<file path="config.mk">
export PLATFORM = sky130hd
export DESIGN_NAME = datapath_pipe
export DESIGN_NICKNAME = d
export VERILOG_FILES = /design/src/rtl/datapath_pipe.sv
export SDC_FILE = /design/constraint.sdc
export NUM_CORES = 1
export LEC_CHECK = 0
export CAP_MARGIN = 20
export CORE_ASPECT_RATIO = 0.9
export CORE_MARGIN = 3
export CORE_UTILIZATION = 47
export CTS_CLUSTER_SIZE = 10
export DETAILED_ROUTE_END_ITERATION = 16
export GPL_TIMING_DRIVEN = 0
export PLACE_DENSITY = 0.72
export SLEW_MARGIN = 0
export SYNTH_ARGS = -nofsm -noshare
export SYNTH_HDL_FRONTEND = slang
export SYNTH_SLANG_ARGS = --single-unit
export TNS_END_PERCENT = 10
</file>
<file path="constraint.sdc">
create_clock -name clk -period 1.95 [get_ports clk]
set_input_delay 0.195 -clock clk [delete_from_list [all_inputs] [get_ports clk]]
set_output_delay 0.195 -clock clk [all_outputs]
set_load 0.005 [all_outputs]
</file>
<file path="src/rtl/datapath_pipe.sv">
// rtl/datapath_pipe.sv - three-stage mask/combine datapath with accumulator and valid/ready handshakes
// S1 captures operands, S2 masks, S3 combines per mode into the output register.
module datapath_pipe #(
    parameter int WIDTH   = 16,
    parameter bit ACC_SAT = 1'b0
) (
    input  logic             clk,
    input  logic             rst,
    input  logic             in_valid,
    output logic             in_ready,
    input  logic [WIDTH-1:0] data_in,
    input  logic [WIDTH-1:0] coeff,
    input  logic [1:0]       mode,
    output logic             out_valid,
    input  logic             out_ready,
    output logic [WIDTH-1:0] data_out,
    output logic             acc_ovf,
    output logic             busy
);

    localparam int HALF = WIDTH / 2;

    localparam logic [1:0] MODE_FOLD = 2'd0;
    localparam logic [1:0] MODE_PASS = 2'd1;
    localparam logic [1:0] MODE_ACC  = 2'd2;
    localparam logic [1:0] MODE_LOAD = 2'd3;

    logic             stall;

    logic             s1_valid;
    logic [WIDTH-1:0] s1_data;
    logic [WIDTH-1:0] s1_coeff;
    logic [1:0]       s1_mode;

    logic             s2_valid;
    logic [WIDTH-1:0] s2_p;
    logic [1:0]       s2_mode;

    logic [WIDTH-1:0] acc;
    logic [WIDTH:0]   sum;
    logic [WIDTH-1:0] result;
    logic [WIDTH-1:0] acc_next;
    logic             ovf_next;

    // The whole pipe freezes as one unit; a held output beat blocks every stage.
    assign stall    = out_valid && !out_ready;
    assign in_ready = !stall;
    assign busy     = s1_valid || s2_valid || out_valid;

    assign sum = {1'b0, acc} + {1'b0, s2_p};

    always_comb begin
        result   = s2_p;
        acc_next = acc;
        ovf_next = acc_ovf;
        case (s2_mode)
            MODE_FOLD: result = s2_p ^ {s2_p[HALF-1:0], s2_p[WIDTH-1:HALF]};
            MODE_PASS: result = s2_p;
            MODE_ACC: begin
                if (sum[WIDTH] && ACC_SAT) begin
                    result = {WIDTH{1'b1}};
                end else begin
                    result = sum[WIDTH-1:0];
                end
                acc_next = result;
                ovf_next = acc_ovf || sum[WIDTH];
            end
            MODE_LOAD: begin
                result   = s2_p;
                acc_next = s2_p;
                ovf_next = 1'b0;
            end
            default: result = s2_p;
        endcase
    end

    always_ff @(posedge clk) begin
        if (rst) begin
            s1_valid  <= 1'b0;
            s1_data   <= '0;
            s1_coeff  <= '0;
            s1_mode   <= '0;
            s2_valid  <= 1'b0;
            s2_p      <= '0;
            s2_mode   <= '0;
            out_valid <= 1'b0;
            data_out  <= '0;
            acc       <= '0;
            acc_ovf   <= 1'b0;
        end else if (!stall) begin
            s1_valid <= in_valid;
            if (in_valid) begin
                s1_data  <= data_in;
                s1_coeff <= coeff;
                s1_mode  <= mode;
            end
            s2_valid <= s1_valid;
            if (s1_valid) begin
                s2_p    <= s1_data & s1_coeff;
                s2_mode <= s1_mode;
            end
            out_valid <= s2_valid;
            // Accumulator moves only with a beat entering the output register.
            if (s2_valid) begin
                data_out <= result;
                acc      <= acc_next;
                acc_ovf  <= ovf_next;
            end
        end
    end

endmodule

</file>
# After elaboration in Yosys (flattened, before gate mapping)
# Index checks and enable logic that the tools add are counted.
[totals]
reg_bits = 88
latch_bits = 0
wordCells = 34
mem_bits_ro = 0
input_bits = 38
mem_count = 0
output_inout_bits = 20
mem_bits_rw = 0
[classes]
n_div = 0
add_sub_neg = 1
n_mul = 0
bitwise = 3
shifts = 0
order_cmp = 0
n_reduce_logical = 13
muxes = 3
eq_ne = 3
[op_table]
columns = ["operator", "count"]
rows = [
  ["case mux 16 bit (3 select lines)", 1],
  ["case mux 16 bit (2 select lines)", 1],
  ["adder 16 x 16 -> 17 bit", 1],
  ["bitwise AND 16 bit", 1],
  ["XOR 16 bit", 1],
  ["AND reduction 2 bit", 3],
  ["equality test 2 bit (second input constant)", 2],
  ["logical OR 1 bit", 3],
  ["AND reduction 3 bit", 1],
  ["equality test 2 x 1 -> 1 bit (second input constant)", 1],
  ["logical NOT 1 bit", 2],
  ["logical NOT 2 bit", 1],
  ["case mux 1 bit (2 select lines)", 1],
  ["nonzero test 2 bit", 1],
  ["OR reduction 2 bit", 1],
  ["logical AND 1 bit", 1],
  ["NOT 1 bit", 1],
]

# Longest topological paths before layout
[depth]
word_depth = 4
ltp_mapped = 9

# Worst setup path before layout
# No wires, ideal clock.
[synth_timing]
path_type = "flip-flop to flip-flop"
from = "register s2_p[0]"
to = "register acc[14]"
synth_period_minus_slack_ns = 2.117
setup_time_ns = 0.096
path_slack_ns = -0.167
stages_incl_launch_ff = 10
arrival_time_ns = 2.022
path_cell_list = "dfxtp_1 ha_1 inv_1 fa_1 nor2b_1 o2111ai_1 nand3_1 and4b_1 nor3_1 o41ai_2"
[synth_via]
elab_chain_len = 2
[synth_lines]
columns = ["item", "line", "text"]
rows = [
  ["start, declared", "36", "logic [WIDTH-1:0] s2_p;"],
  ["start signal, assigned", "99", "s2_p <= s1_data & s1_coeff;"],
  ["adder 16 x 16 -> 17 bit", "50", "assign sum = {1'b0, acc} + {1'b0, s2_p};"],
  ["case mux 16 bit (2 select lines)", "56", "case (s2_mode)"],
  ["end signal, assigned", "106", "acc <= acc_next;"],
  ["end, declared", "39", "logic [WIDTH-1:0] acc;"],
]
# No other way between the ends.
# A chain may end at the register's enable or synchronous reset.

# Worst setup path in the final report
[layout_timing]
from = "register s2_p[0]"
to = "register acc[12]"
# The elaborated chain is that of the path after synthesis.

==> summary.md <==
| Metric | Value |
|---|---|
| H-tree Lvls | `3` |
| Synth cell count leaders | `nand2_1 (120), a21oi_1 (104), dfxtp_1 (88)` |
| Via count of the first global-routing pass | `approximately 4,500` |
| Worst setup margin | `-0.166 ns` |
| Critical path's slowest cell | `dfxtp_4` |
| Crit path max-delay family | `compound AO/OA/AOI/OAI gates` |
| DP HPWL | `~10,000 µm` |
| Gr ovfl total | `0` |
| Share of synthesized registers carrying an async set or reset | `0` |
| Final Power | `about 3.6 mW` |
| Number of port buffers | `57` |
| Synth top area share | `0.390` |
| Initial DRC count | `368` |
| Router iterations before antenna repair | `5` |
| Final setup fails | `18` |
| Vias | `4,663` |
| Most common cell in the netlist | `nand2_1` |
| Status | `finished with violations` |
| Share of cells above drive strength 1 | `0.137` |
| Post-synthesis cell count | `roughly 600` |
| Post-route DRC | `0` |
| Synth area leader | `dfxtp_1` |
| Standby leakage power | `2.16 nW` |
| Final period util | `1.09` |
| Worst Hold Class | `primary input to flip-flop` |
| Worst-path clk slew | `0.11 ns` |
| Antenna violations before repair | `0` |
| Mapped Avg Cell Area | `7.56 µm²` |
| Yosys warns | `0` |
| Clk_lat worst skew | `between 0.3 and 0.4 ns` |
| Cell variety after synth | `53` |
| Clock Path Buffers | `2` |
| Worst EP required | `2.22 ns` |
| Crit path launch type | `flip-flop` |
| Die Wd | `about 110 µm` |
| Slew Limit Fails | `0` |
| RSZ-0062 raised after global routing | `yes` |
| Failing checks | `negative setup slack` |
| WP data arrival | `2.39 ns` |
| Pwr Density | `626 mW/mm²` |
| First-pass GRT wire length | `22,400 µm` |
| Kind of critical path | `flip-flop to flip-flop` |
| WL final | `around 14,000 µm` |
| Max_cap viols | `0` |
| Area contributors post-synth | `dfxtp_1 (39%), a21oi_1 (12%), nand2_1 (10%), ha_1 (4.4%), o21ai_0 (4.1%)` |
| Worst-path maximum fanout | `3` |
| Worst path cell trace | `ha_4, inv_2, fa_2, nor2b_4, o2111ai_4, a21oi_2, o22ai_2, mux2i_1, a32o_1` |
| Post-Syn Nets | `653` |
| Inserted Clock Buffers | `9` |
| Clock root cell | `clkbuf_8` |
| FILL cells | `around 850` |
| Routed len/inst | `~18 µm` |
| CORE AREA | `0.00925 mm²` |
| Post-route ant nets | `0` |
| Worst Max-Slew Pin Slew | `0.653 ns` |
| I/O pins | `58` |
| Layout area overhead | `28.7%` |
| Ys flop type | `dfxtp_1` |
| Clock Sinks | `88` |
| Final hold vios | `0` |
| Hold slack | `0.358 ns` |
| Total track usage | `0.264` |
| Post-Syn Area | `~0.0045 mm²` |
| Period minus WS final | `between 2 and 2.5 ns` |
| Buf+Inv Stages, Crit Path | `1` |
| Skew final | `0.0190 ns` |
| Hold buffer count at CTS | `0` |
| Kind of end point of the critical path | `flip-flop` |
| Critical Path Max Stage Delay | `0.38 ns` |
| Pin count of the biggest net entering global routing | `16` |
| Final #Nets | `~730` |
| # diodes | `0` |
| Placer Congestion | `0.972` |
| Starting density of the core | `0.489` |
| FMAX | `473 MHz` |
| Number of vias per cell | `5.83` |
| EDFF count, synth | `0` |
| Post-synthesis sequential area ratio | `0.390` |
| CTS tree | `done` |
| Chip height | `99.0 µm` |
| Cell Rows | `33` |
| Die footprint | `0.0108 mm²` |
| Max_slew headroom | `0.563` |
| Yosys reg bits | `88` |
| Peak VDD IR | `0.000428 V` |
cell type report:
class | instances | area (µm²) | share of cell area
Inverter | 18 | 67.6 | 0.0116
Tap cell | 122 | 153 | 0.0262
Timing Repair Buffer | 65 | 631 | 0.108
Multi-Input combinational cell | 456 | 2800 | 0.481
Sequential cell | 88 | 1790 | 0.308
Buffer | 36 | 160 | 0.0275
Clock buffer | 10 | 149 | 0.0256
Clock inverter | 5 | 63.8 | 0.0110
layout by cell type (no fill, tap or decap), drive strengths merged, types with 8 or more instances in the layout:
cell type      count
dfxtp             88
clkdlybuf4s50     57
inv               19
nand2b            11
ha                16
o21ai             40
a21o               8
nand2            120
clkbuf            36
nor2              36
nand3             28
buf               18
xor2               8
a31oi             10
a21oi            107
flip-flops by register name (all words and copies together), names as in the netlist:
| register | count |
|---|---|
| acc | 16 |
| data_out | 16 |
| s1_coeff | 16 |
| s1_data | 16 |
| s2_p | 16 |
| s1_mode | 2 |
| s2_mode | 2 |
| acc_ovf | 1 |
| out_valid | 1 |
| s1_valid | 1 |
| s2_valid | 1 |
power by group:
group | internal [mW] | switching [mW]
registers | 1.85 | 0.0357
clock network | 0.675 | 0.717
logic | 0.171 | 0.194
timing repair:
item / CTS / global route
endpoints found under the setup margin: 25 / 41
gates resized for setup: 31 / 39
pin swaps: 15 / 13
buffers inserted: 4 / 4
cells by family after synthesis:
logic type               count (synthesis)  synth area share
AO/OA/AOI/OAI                          205             0.272
buffers and inverters                   54            0.0473
flip-flops                              88             0.390
multiplexers                             6            0.0133
AND/OR/NAND/NOR                        218             0.209
XOR/XNOR                                10            0.0194
adder cells (fa/ha/maj)                 17            0.0487
per-layer routing:
layer,vias up,track usage,wire [µm],part of all wire
li1,2257,-,-,-
met1,2195,0.354,6390,0.45
met2,178,0.418,6450,0.46
met3,33,0.0622,992,0.070
met4,0,0.0882,342,0.024
met5,-,0,0,0
per-stage QoR:
stage / std cells / cell area (µm²) / TNS, ns / setup slack, ns / utilization
final: 800 / 5820 / -1.25 / -0.166 / 0.629
after detailed placement: 777 / 5280 / -11.83 / -0.343 / 0.570
after floorplan: 598 / 4550 / 0 / 0.00191 / -
after CTS: 796 / 5660 / -0.973 / -0.136 / 0.612
after global placement: 777 / 5280 / -9.24 / -0.357 / 0.570
after global routing: 800 / 5820 / -3.04 / -0.222 / 0.629
worst min-delay path, delay by kind of cell:
family | cells | cell delay [ns]
buffers and inverters | 1 | 0.39
AND/OR/NAND/NOR | 1 | 0.05
AO/OA/AOI/OAI | 1 | 0.05
final timing paths:
kind                                               from                        end  slack (ns)  depth (start not counted)
worst min register to register  s1_mode[1]$_SDFFE_PP0P_    s2_mode[1]$_SDFFE_PP0P_        0.45                          2
worst max register to register     s2_p[0]$_SDFFE_PP0P_       acc[12]$_SDFFE_PP0P_       -0.17                          9
worst min-delay path                          coeff[11]  s1_coeff[11]$_SDFFE_PP0P_        0.36                          3
worst max-delay path               s2_p[0]$_SDFFE_PP0P_       acc[12]$_SDFFE_PP0P_       -0.17                          9
(Power assumes the default switching activity.)
